[config.mk]
export PLATFORM = sky130hd
export DESIGN_NAME = execute_stage_flat
export DESIGN_NICKNAME = d
export VERILOG_FILES = /design/src/rtl/execute_stage_if.sv /design/src/rtl/execute_stage.sv /design/src/flat_wrapper.sv
export SDC_FILE = /design/constraint.sdc
export NUM_CORES = 2
export LEC_CHECK = 0
export CORE_MARGIN = 4
export CORE_UTILIZATION = 60
export CTS_CLUSTER_SIZE = 30
export DETAILED_ROUTE_END_ITERATION = 10
export GPL_TIMING_DRIVEN = 1
export PLACE_DENSITY = 0.88
export SETUP_SLACK_MARGIN = 0.3
export SYNTH_ARGS = -nofsm -noshare
export SYNTH_HDL_FRONTEND = slang
export SYNTH_SLANG_ARGS = --single-unit
[constraint.sdc]
create_clock -name clk -period 31.4 [get_ports clk]
set_clock_uncertainty 0.1 [all_clocks]
set_input_delay 6.28 -clock clk [delete_from_list [all_inputs] [get_ports clk]]
set_output_delay 6.28 -clock clk [all_outputs]
set_load 0.03 [all_outputs]
[src/rtl/execute_stage_if.sv]
//------------------------------------------------------------------------------
// execute_stage_if : decoded-instruction in, register-file write port out
// Rev 1.0
//------------------------------------------------------------------------------
`default_nettype none

interface execute_stage_if #(
   parameter int DATA_W = 32,
   parameter int ADDR_W = 5
);
   logic              in_valid;
   logic              in_ready;
   logic [3:0]        alu_op;
   logic [ADDR_W-1:0] rs_1;
   logic [ADDR_W-1:0] rs_2;
   logic [DATA_W-1:0] rout_1;
   logic [DATA_W-1:0] rout_2;
   logic [DATA_W-1:0] imm;
   logic              use_imm;
   logic [ADDR_W-1:0] rd;
   logic              out_valid;
   logic              out_ready;
   logic              write_enable;
   logic [ADDR_W-1:0] write_address;
   logic [DATA_W-1:0] write_data;

   modport master (
      output in_valid, alu_op, rs_1, rs_2, rout_1, rout_2, imm, use_imm, rd, out_ready,
      input  in_ready, out_valid, write_enable, write_address, write_data
   );

   modport slave (
      input  in_valid, alu_op, rs_1, rs_2, rout_1, rout_2, imm, use_imm, rd, out_ready,
      output in_ready, out_valid, write_enable, write_address, write_data
   );
endinterface

`default_nettype wire

[src/rtl/execute_stage.sv]
//------------------------------------------------------------------------------
// execute_stage : ALU with self-forwarding, multi-cycle MUL, EX/WB result reg
// Rev 1.0
//------------------------------------------------------------------------------
`default_nettype none

module execute_stage #(
   parameter int DATA_W  = 32,
   parameter int ADDR_W  = 5,
   parameter int MUL_LAT = 4
) (
   input  logic             clk,
   input  logic             rst_n,
   execute_stage_if.slave   bus
);

   localparam logic [3:0] c_OP_ADD  = 4'd0;
   localparam logic [3:0] c_OP_SUB  = 4'd1;
   localparam logic [3:0] c_OP_AND  = 4'd2;
   localparam logic [3:0] c_OP_OR   = 4'd3;
   localparam logic [3:0] c_OP_XOR  = 4'd4;
   localparam logic [3:0] c_OP_SLL  = 4'd5;
   localparam logic [3:0] c_OP_SRL  = 4'd6;
   localparam logic [3:0] c_OP_SRA  = 4'd7;
   localparam logic [3:0] c_OP_SLT  = 4'd8;
   localparam logic [3:0] c_OP_SLTU = 4'd9;
   localparam logic [3:0] c_OP_MUL  = 4'd10;
   localparam logic [3:0] c_MUL_CNT = 4'(MUL_LAT - 1);

   typedef enum logic [1:0] {
      S_IDLE     = 2'd0,
      S_MUL_BUSY = 2'd1,
      S_RESULT   = 2'd2
   } state_t;

   state_t            r_state;
   logic [3:0]        r_cnt;
   logic [ADDR_W-1:0] r_rd;
   logic [DATA_W-1:0] r_result;

   logic              w_accept;
   logic              w_commit;
   logic              w_is_mul;
   logic [DATA_W-1:0] w_a;
   logic [DATA_W-1:0] w_b;
   logic [4:0]        w_shamt;
   logic [DATA_W-1:0] w_alu;

   assign bus.out_valid     = (r_state == S_RESULT);
   assign bus.in_ready      = (r_state == S_IDLE) | ((r_state == S_RESULT) & bus.out_ready);
   assign w_accept          = bus.in_valid & bus.in_ready;
   assign w_commit          = bus.out_valid & bus.out_ready;
   assign bus.write_enable  = w_commit;
   assign bus.write_address = r_rd;
   assign bus.write_data    = r_result;
   assign w_is_mul          = (bus.alu_op == c_OP_MUL);

   // The held result wins even if it commits this edge: the regfile read is stale.
   assign w_a     = (bus.out_valid && (r_rd == bus.rs_1)) ? r_result : bus.rout_1;
   assign w_b     = bus.use_imm ? bus.imm :
                    ((bus.out_valid && (r_rd == bus.rs_2)) ? r_result : bus.rout_2);
   assign w_shamt = w_b[4:0];

   always_comb begin
      w_alu = '0;
      case (bus.alu_op)
         c_OP_ADD:  w_alu = w_a + w_b;
         c_OP_SUB:  w_alu = w_a - w_b;
         c_OP_AND:  w_alu = w_a & w_b;
         c_OP_OR:   w_alu = w_a | w_b;
         c_OP_XOR:  w_alu = w_a ^ w_b;
         c_OP_SLL:  w_alu = w_a << w_shamt;
         c_OP_SRL:  w_alu = w_a >> w_shamt;
         c_OP_SRA:  w_alu = $signed(w_a) >>> w_shamt;
         c_OP_SLT:  w_alu = {{(DATA_W-1){1'b0}}, ($signed(w_a) < $signed(w_b))};
         c_OP_SLTU: w_alu = {{(DATA_W-1){1'b0}}, (w_a < w_b)};
         c_OP_MUL:  w_alu = w_a * w_b;
         default:   w_alu = '0;
      endcase
   end

   // The product is formed at accept; MUL_BUSY only paces its release.
   always_ff @(posedge clk) begin
      if (!rst_n) begin
         r_state  <= S_IDLE;
         r_cnt    <= '0;
         r_rd     <= '0;
         r_result <= '0;
      end else begin
         if (w_accept) begin
            r_rd     <= bus.rd;
            r_result <= w_alu;
            r_cnt    <= c_MUL_CNT;
         end
         case (r_state)
            S_IDLE: begin
               if (w_accept)
                  r_state <= w_is_mul ? S_MUL_BUSY : S_RESULT;
            end
            S_MUL_BUSY: begin
               if (r_cnt == 4'd0)
                  r_state <= S_RESULT;
               else
                  r_cnt <= r_cnt - 4'd1;
            end
            S_RESULT: begin
               if (w_commit) begin
                  if (w_accept)
                     r_state <= w_is_mul ? S_MUL_BUSY : S_RESULT;
                  else
                     r_state <= S_IDLE;
               end
            end
            default: r_state <= S_IDLE;
         endcase
      end
   end

endmodule

`default_nettype wire
[src/flat_wrapper.sv]
// flat-port wrapper written by rule: the top's interface ports become plain ports
module execute_stage_flat 
#(
   parameter int DATA_W  = 32,
   parameter int ADDR_W  = 5,
   parameter int MUL_LAT = 4
)
  (clk, rst_n, bus_in_valid, bus_alu_op, bus_rs_1, bus_rs_2, bus_rout_1, bus_rout_2, bus_imm, bus_use_imm, bus_rd, bus_out_ready, bus_in_ready, bus_out_valid, bus_write_enable, bus_write_address, bus_write_data);
  execute_stage_if #(.DATA_W(DATA_W), .ADDR_W(ADDR_W)) bus_i ();
  input  logic clk;
  input  logic rst_n;
  input wire logic [$bits(bus_i.in_valid)-1:0] bus_in_valid;
  input wire logic [$bits(bus_i.alu_op)-1:0] bus_alu_op;
  input wire logic [$bits(bus_i.rs_1)-1:0] bus_rs_1;
  input wire logic [$bits(bus_i.rs_2)-1:0] bus_rs_2;
  input wire logic [$bits(bus_i.rout_1)-1:0] bus_rout_1;
  input wire logic [$bits(bus_i.rout_2)-1:0] bus_rout_2;
  input wire logic [$bits(bus_i.imm)-1:0] bus_imm;
  input wire logic [$bits(bus_i.use_imm)-1:0] bus_use_imm;
  input wire logic [$bits(bus_i.rd)-1:0] bus_rd;
  input wire logic [$bits(bus_i.out_ready)-1:0] bus_out_ready;
  output wire logic [$bits(bus_i.in_ready)-1:0] bus_in_ready;
  output wire logic [$bits(bus_i.out_valid)-1:0] bus_out_valid;
  output wire logic [$bits(bus_i.write_enable)-1:0] bus_write_enable;
  output wire logic [$bits(bus_i.write_address)-1:0] bus_write_address;
  output wire logic [$bits(bus_i.write_data)-1:0] bus_write_data;
  assign bus_i.in_valid = bus_in_valid;
  assign bus_i.alu_op = bus_alu_op;
  assign bus_i.rs_1 = bus_rs_1;
  assign bus_i.rs_2 = bus_rs_2;
  assign bus_i.rout_1 = bus_rout_1;
  assign bus_i.rout_2 = bus_rout_2;
  assign bus_i.imm = bus_imm;
  assign bus_i.use_imm = bus_use_imm;
  assign bus_i.rd = bus_rd;
  assign bus_i.out_ready = bus_out_ready;
  assign bus_in_ready = bus_i.in_ready;
  assign bus_out_valid = bus_i.out_valid;
  assign bus_write_enable = bus_i.write_enable;
  assign bus_write_address = bus_i.write_address;
  assign bus_write_data = bus_i.write_data;
  execute_stage #(.DATA_W(DATA_W), .ADDR_W(ADDR_W), .MUL_LAT(MUL_LAT)) u_core (.clk(clk), .rst_n(rst_n), .bus(bus_i));
endmodule
# Word level (Yosys, flattened, before mapping)
# Cells that the tools add are included.
[word_totals]
ff_bits = 43
output_inout_bits = 40
wordCells = 55
[op_classes]
addsub = 3
n_mul = 1
order_cmp = 2
eq_ne = 17
n_shift = 3
mux = 13
bitwise = 6
n_reduce_logical = 6
[ops]
columns = ["op", "count"]
rows = [
  ["$pmux W32 S11", 1],
  ["$mux W32", 3],
  ["$lt A32 B32 Y1", 2],
  ["$add A32 B32 Y32", 1],
  ["$and A32 B32 Y32", 1],
  ["$mul A32 B32 Y32", 1],
  ["$or A32 B32 Y32", 1],
  ["$shl A32 B5 Y32", 1],
  ["$shr A32 B5 Y32", 1],
  ["$sshr A32 B5 Y32", 1],
  ["$sub A32 B32 Y32", 1],
  ["$xor A32 B32 Y32", 1],
  ["$eq A4 B3 Y1 const B", 4],
  ["$eq A4 B4 Y1 const B", 3],
  ["$mux W4", 3],
  ["$eq A5 B5 Y1", 2],
  ["$mux W2", 5],
  ["$eq A4 B2 Y1 const B", 2],
  ["$logic_not A4 Y1", 2],
  ["$pmux W2 S3", 1],
  ["$eq A4 B1 Y1 const B", 1],
  ["$ne A2 B1 Y1 const B", 2],
  ["$sub A4 B1 Y4 const B", 1],
  ["$reduce_and A3 Y1", 1],
  ["7 further kinds", 9],
]

# Longest topological paths before layout
[depth]
ltp_word = 7
depth_mapped = 39
ltp_nobuf = 33

# Least setup slack after synthesis
# No wires, ideal clock.
[synth_timing]
kind = "input to register"
startpoint = "in bus_use_imm"
endpoint = "reg u_core.r_result[31] (netlist: u_core.bus.write_data[31])"
setup_ns = 0.074
t_arrival_ns = 14.701
t_required_ns = 31.226
setup_slack_ns = 16.525
cell_stages = 35
path_buffers = 8
path_cell_list = "buf_2 -> inv_1 -> buf_4 -> buf_4 -> buf_2 -> nand4_1 -> o311ai_1 -> inv_2 -> buf_2 -> buf_2 -> buf_2 -> buf_1 -> nor2_1 -> fa_1 -> inv_1 -> fa_1 -> fa_1 -> fa_1 -> inv_1 -> fa_1 -> fa_1 -> fa_1 -> fa_1 -> ha_1 -> a21o_1 -> a21o_1 -> a221oi_1 -> o21ai_0 -> o21ai_0 -> a31oi_1 -> a21o_1 -> a21oi_1 -> xnor2_1 -> nand2_1 -> a31oi_1"
[synth_between]
elab_chain_len = 3
elab_cells_between_ends = 11
classes_between = "add/sub: 2; mul: 1; shift: 3; mux: 2; bitwise: 3"
[synth_lines]
columns = ["element", "line_no", "text"]
rows = [
  ["start: declaration", "flat_wrapper.sv:19", "input wire logic [$bits(bus_i.use_imm)-1:0] bus_use_imm;"],
  ["$mux W32 (*)", "execute_stage.sv:60", "assign w_b = bus.use_imm ? bus.imm :"],
  ["$mul A32 B32 Y32, or another cell as far along", "execute_stage.sv:77", "c_OP_MUL: w_alu = w_a * w_b;"],
  ["$pmux W32 S11 (*)", "execute_stage.sv:66", "case (bus.alu_op)"],
  ["end signal: assignment", "execute_stage.sv:92", "r_result <= w_alu;"],
  ["end: declaration", "execute_stage.sv:39", "logic [DATA_W-1:0] r_result;"],
]
# Every way passes the cells marked *; elsewhere a longest branch is shown, timed or not.
# A chain may end at the register's enable or synchronous reset.

# Worst setup path after layout
[layout_timing]
startpoint = "in bus_rs_1[2]"
endpoint = "reg u_core.r_result[29] (netlist: u_core.bus.write_data[29])"
[layout_between]
elab_chain_len = 5
elab_cells_between_ends = 13
classes_between = "add/sub: 2; mul: 1; eq/ne: 1; shift: 3; mux: 2; bitwise: 3; reduce/logical: 1"
[layout_lines]
columns = ["element", "line_no", "text"]
rows = [
  ["start: declaration", "flat_wrapper.sv:14", "input wire logic [$bits(bus_i.rs_1)-1:0] bus_rs_1;"],
  ["$eq A5 B5 Y1 (*)", "execute_stage.sv:59", "assign w_a = (bus.out_valid && (r_rd == bus.rs_1)) ? r_result : bus.rout_1;"],
  ["$logic_and A1 B1 Y1 (*)", "execute_stage.sv:59", ""],
  ["$mux W32 (*)", "execute_stage.sv:59", ""],
  ["$mul A32 B32 Y32, or another cell as far along", "execute_stage.sv:77", ""],
  ["$pmux W32 S11 (*)", "execute_stage.sv:66", ""],
]
# Marked as above.

==> key figures <==
Worst setup path
  – Critical Path AT: 16330 ps
  – CP max FO: 30
  – Worst R2R Start: u_core.r_state[1]$_SDFFE_PN0P_
  – CP startpoint kind: input pin
  – CP Buf/Inv Count: 5
  – Worst path required time: 31530 ps
  – Crit end category: flop
  – Setup Crit Path Kind: input pin to flop
  – Crit path from: bus_rs_1[2]
  – Slowest stage cell, crit path: clkinv_1
  – Worst path max stage delay: 750 ps
  – CP delay by family, top: adder cells
  – Critical path's most frequent cell: fa_1

Routing
  – Via count: 27400
  – TritonRoute pass-1 iters: 7
  – Initial DRC count: 3875
  – Antenna viol nets, final: 0
  – Routed len/inst: 31.0 um
  – Routed vias/inst: 6.87
  – # DRC: 0
  – Post-Route WL: 124000 um

Global route
  – Initial antenna violation count: 5
  – First-pass GRT wire length: 180000 um
  – Vias in the first global route: 27900
  – All-layer global routing usage: 0.507
  – Grt ovf: 0
  – Pin count of the biggest net entering global routing: 61

Timing
  – Period utilization: 0.516
  – Unrepaired setup endpoints after global routing: false
  – Max Slew Vio Count: 0
  – Minimum clock period after layout: 16200 ps
  – Final setup fails: 0
  – Highest Clock Rate: 61.7 MHz
  – Hold Fails Final Rpt: 0
  – Worst slew margin: 0.183
  – TNS Setup: 0 ps
  – Slew at the pin closest to its max-slew limit: 1220 ps

Clock network
  – Clk pin slew, worst setup/hold paths: 100 ps
  – Clock sink count: 43
  – Clock buffer depth: 2
  – CTS tree: yes
  – Hold Buf Count CTS: 0
  – CTS Root Cell: clkbuf_16
  – Clk Latency, worst-skew pair: 330 ps
  – Gates resized, CTS repair: 0
  – Postcts setup bufs: 0
  – Number of CTS-inserted buffers: 5
  – Htree depth: 2

Final layout
  – Final Instance Area: 0.0290 mm^2
  – Commonest cells after routing, fill and taps aside: nor2_1, inv_1, fa_1
  – Share of cells above drive strength 1: 0.0672
  – FF/Latch Area: 861 um^2
  – Fillers: 3720
  – Final net count: 4144
  – Area of the multi-input gates: 0.0233 mm^2
  – P&R area growth vs syn: 7.30%
  – Most common cell after layout, fill and taps aside: nor2_1

Synth
  – Mapped Area: 0.0270 mm^2
  – Top-area cell type share of the netlist area: 0.304
  – XOR/XNOR Fraction of Synth Area: 0.0354
  – Compound-Gate Fraction of Synth Area: 0.169
  – Area contributors post-synth: fa_1, ha_1, nor2_1
  – Mux contribution to synthesized area: 0.0845
  – Async S/R FF share, synth: 0
  – Top cell type by total area after synthesis: fa_1
  – Sequential-to-total area share from yosys stat: 0.0319
  – Synthesis-stage register bit count: 43
  – Avg Cell Area, Syn: 7.99 um^2
  – Syn. warnings: 0
  – Cells after synthesis: 3382
  – Post-Synth Adder-Cell Area: 0.406
  – Simple-gate area share of the yosys netlist: 0.166
  – EDFF count, synth: 0
  – Unique cell type count in the Yosys netlist: 104
  – Syn nets: 4133
  – Main synth FF type: dfxtp_1
  – Main combinational cell family by area after synthesis: adder cells

Worst hold path
  – Worst Hold Class: flop to flop
  – HP Start: u_core.bus.write_data[4]$_SDFFE_PN0P_

Floorplan
  – Die area: 0.0485 mm^2
  – Top-level port count: 160
  – Core Rows: 77
  – Chip height: 220 um
  – Die X: 220 um
  – Starting Density: 0.608
  – Total core area: 0.0444 mm^2

Place
  – # port buffers: 159
  – Dpl hpwl: 91800 um
  – Placed Instance Area: 0.0288 mm^2
  – Placer congestion estimate: 1.10

Job
  – Total of max-cap violations: 0

Status
  – Status: finished clean
## synthesized netlist by cell type (all sizes together), types with 46 or more instances
cell type / number
a21oi: 148
a31oi: 46
buf: 82
clkbuf: 132
fa: 410
ha: 221
inv: 491
mux2: 53
mux2i: 151
nand2: 368
nor2: 478
o21ai: 121
xnor2: 71
## registers in the layout, indices dropped and copies added (netlist names)
signal and cells:
u_core.bus.write_data 32, u_core.r_cnt 4, u_core.bus.write_address 5, u_core.r_state 2
## routing by layer
layer | vias up | wire (um) | track usage
met2 | 2406 | 49800 | 0.715
met1 | 13100 | 43200 | 0.609
met3 | 699 | 18800 | 0.220
met4 | 8 | 11800 | 0.380
li1 | 11200 | - | -
met5 | - | 107 | 0.0242
## per-stage QoR
step           hold slack (ps)  setup slack [ps]  cells  utilization
2_1_floorplan              407             16520   3382            -
3_3_place_gp               376             15410   3978        0.649
3_5_place_dp               393             15210   3978        0.649
4_1_cts                    409             15520   3986        0.653
5_1_grt                    444             14860   3986        0.653
6_report                   408             15200   3990        0.653
## path summary, 6_finish.rpt
check	endpoint	slack, ps	cells past startpoint
worst max register to register	u_core.bus.write_data[29]$_SDFFE_PN0P_	20830	29
worst min register to register	u_core.bus.write_data[4]$_SDFFE_PN0P_	410	2
worst max-delay path	u_core.bus.write_data[29]$_SDFFE_PN0P_	15200	30
worst min-delay path	u_core.bus.write_data[4]$_SDFFE_PN0P_	410	2
## kinds of logic (layout without fill, tap and decap cells)
logic type,count (synthesis),count (layout)
other,0,4
xor gates and xnor gates,94,94
and+or+nand+nor,1051,1051
AOI/OAI and AO/OA,642,642
DFF,43,43
muxes,208,208
buffers and inverters,713,725
adders and majority gates,631,631
## worst reg2reg max path, delay by kind of cell (launching register included)
| family | cells | cell delay (ps) |
|---|---|---|
| muxes | 1 | 350 |
| adders and majority gates | 9 | 4290 |
| AOI/OAI and AO/OA | 7 | 1700 |
| and+or+nand+nor | 7 | 1960 |
| xor gates and xnor gates | 1 | 430 |
| buffers and inverters | 4 | 1230 |
| DFF | 1 | 410 |
## area by class of cell
class / instances / area share
diodes: 4 / 0.000345
flip-flops and latches: 43 / 0.0297
repair buffers: 218 / 0.0700
well taps: 592 / 0.0255
clock inverters: 3 / 0.000906
inverters: 499 / 0.0649
clock buffers: 5 / 0.00432
multi-input cells: 2626 / 0.804
Power is not shown: default switching activity piles up to over one toggle a cycle in this logic, so the estimate is an artifact.
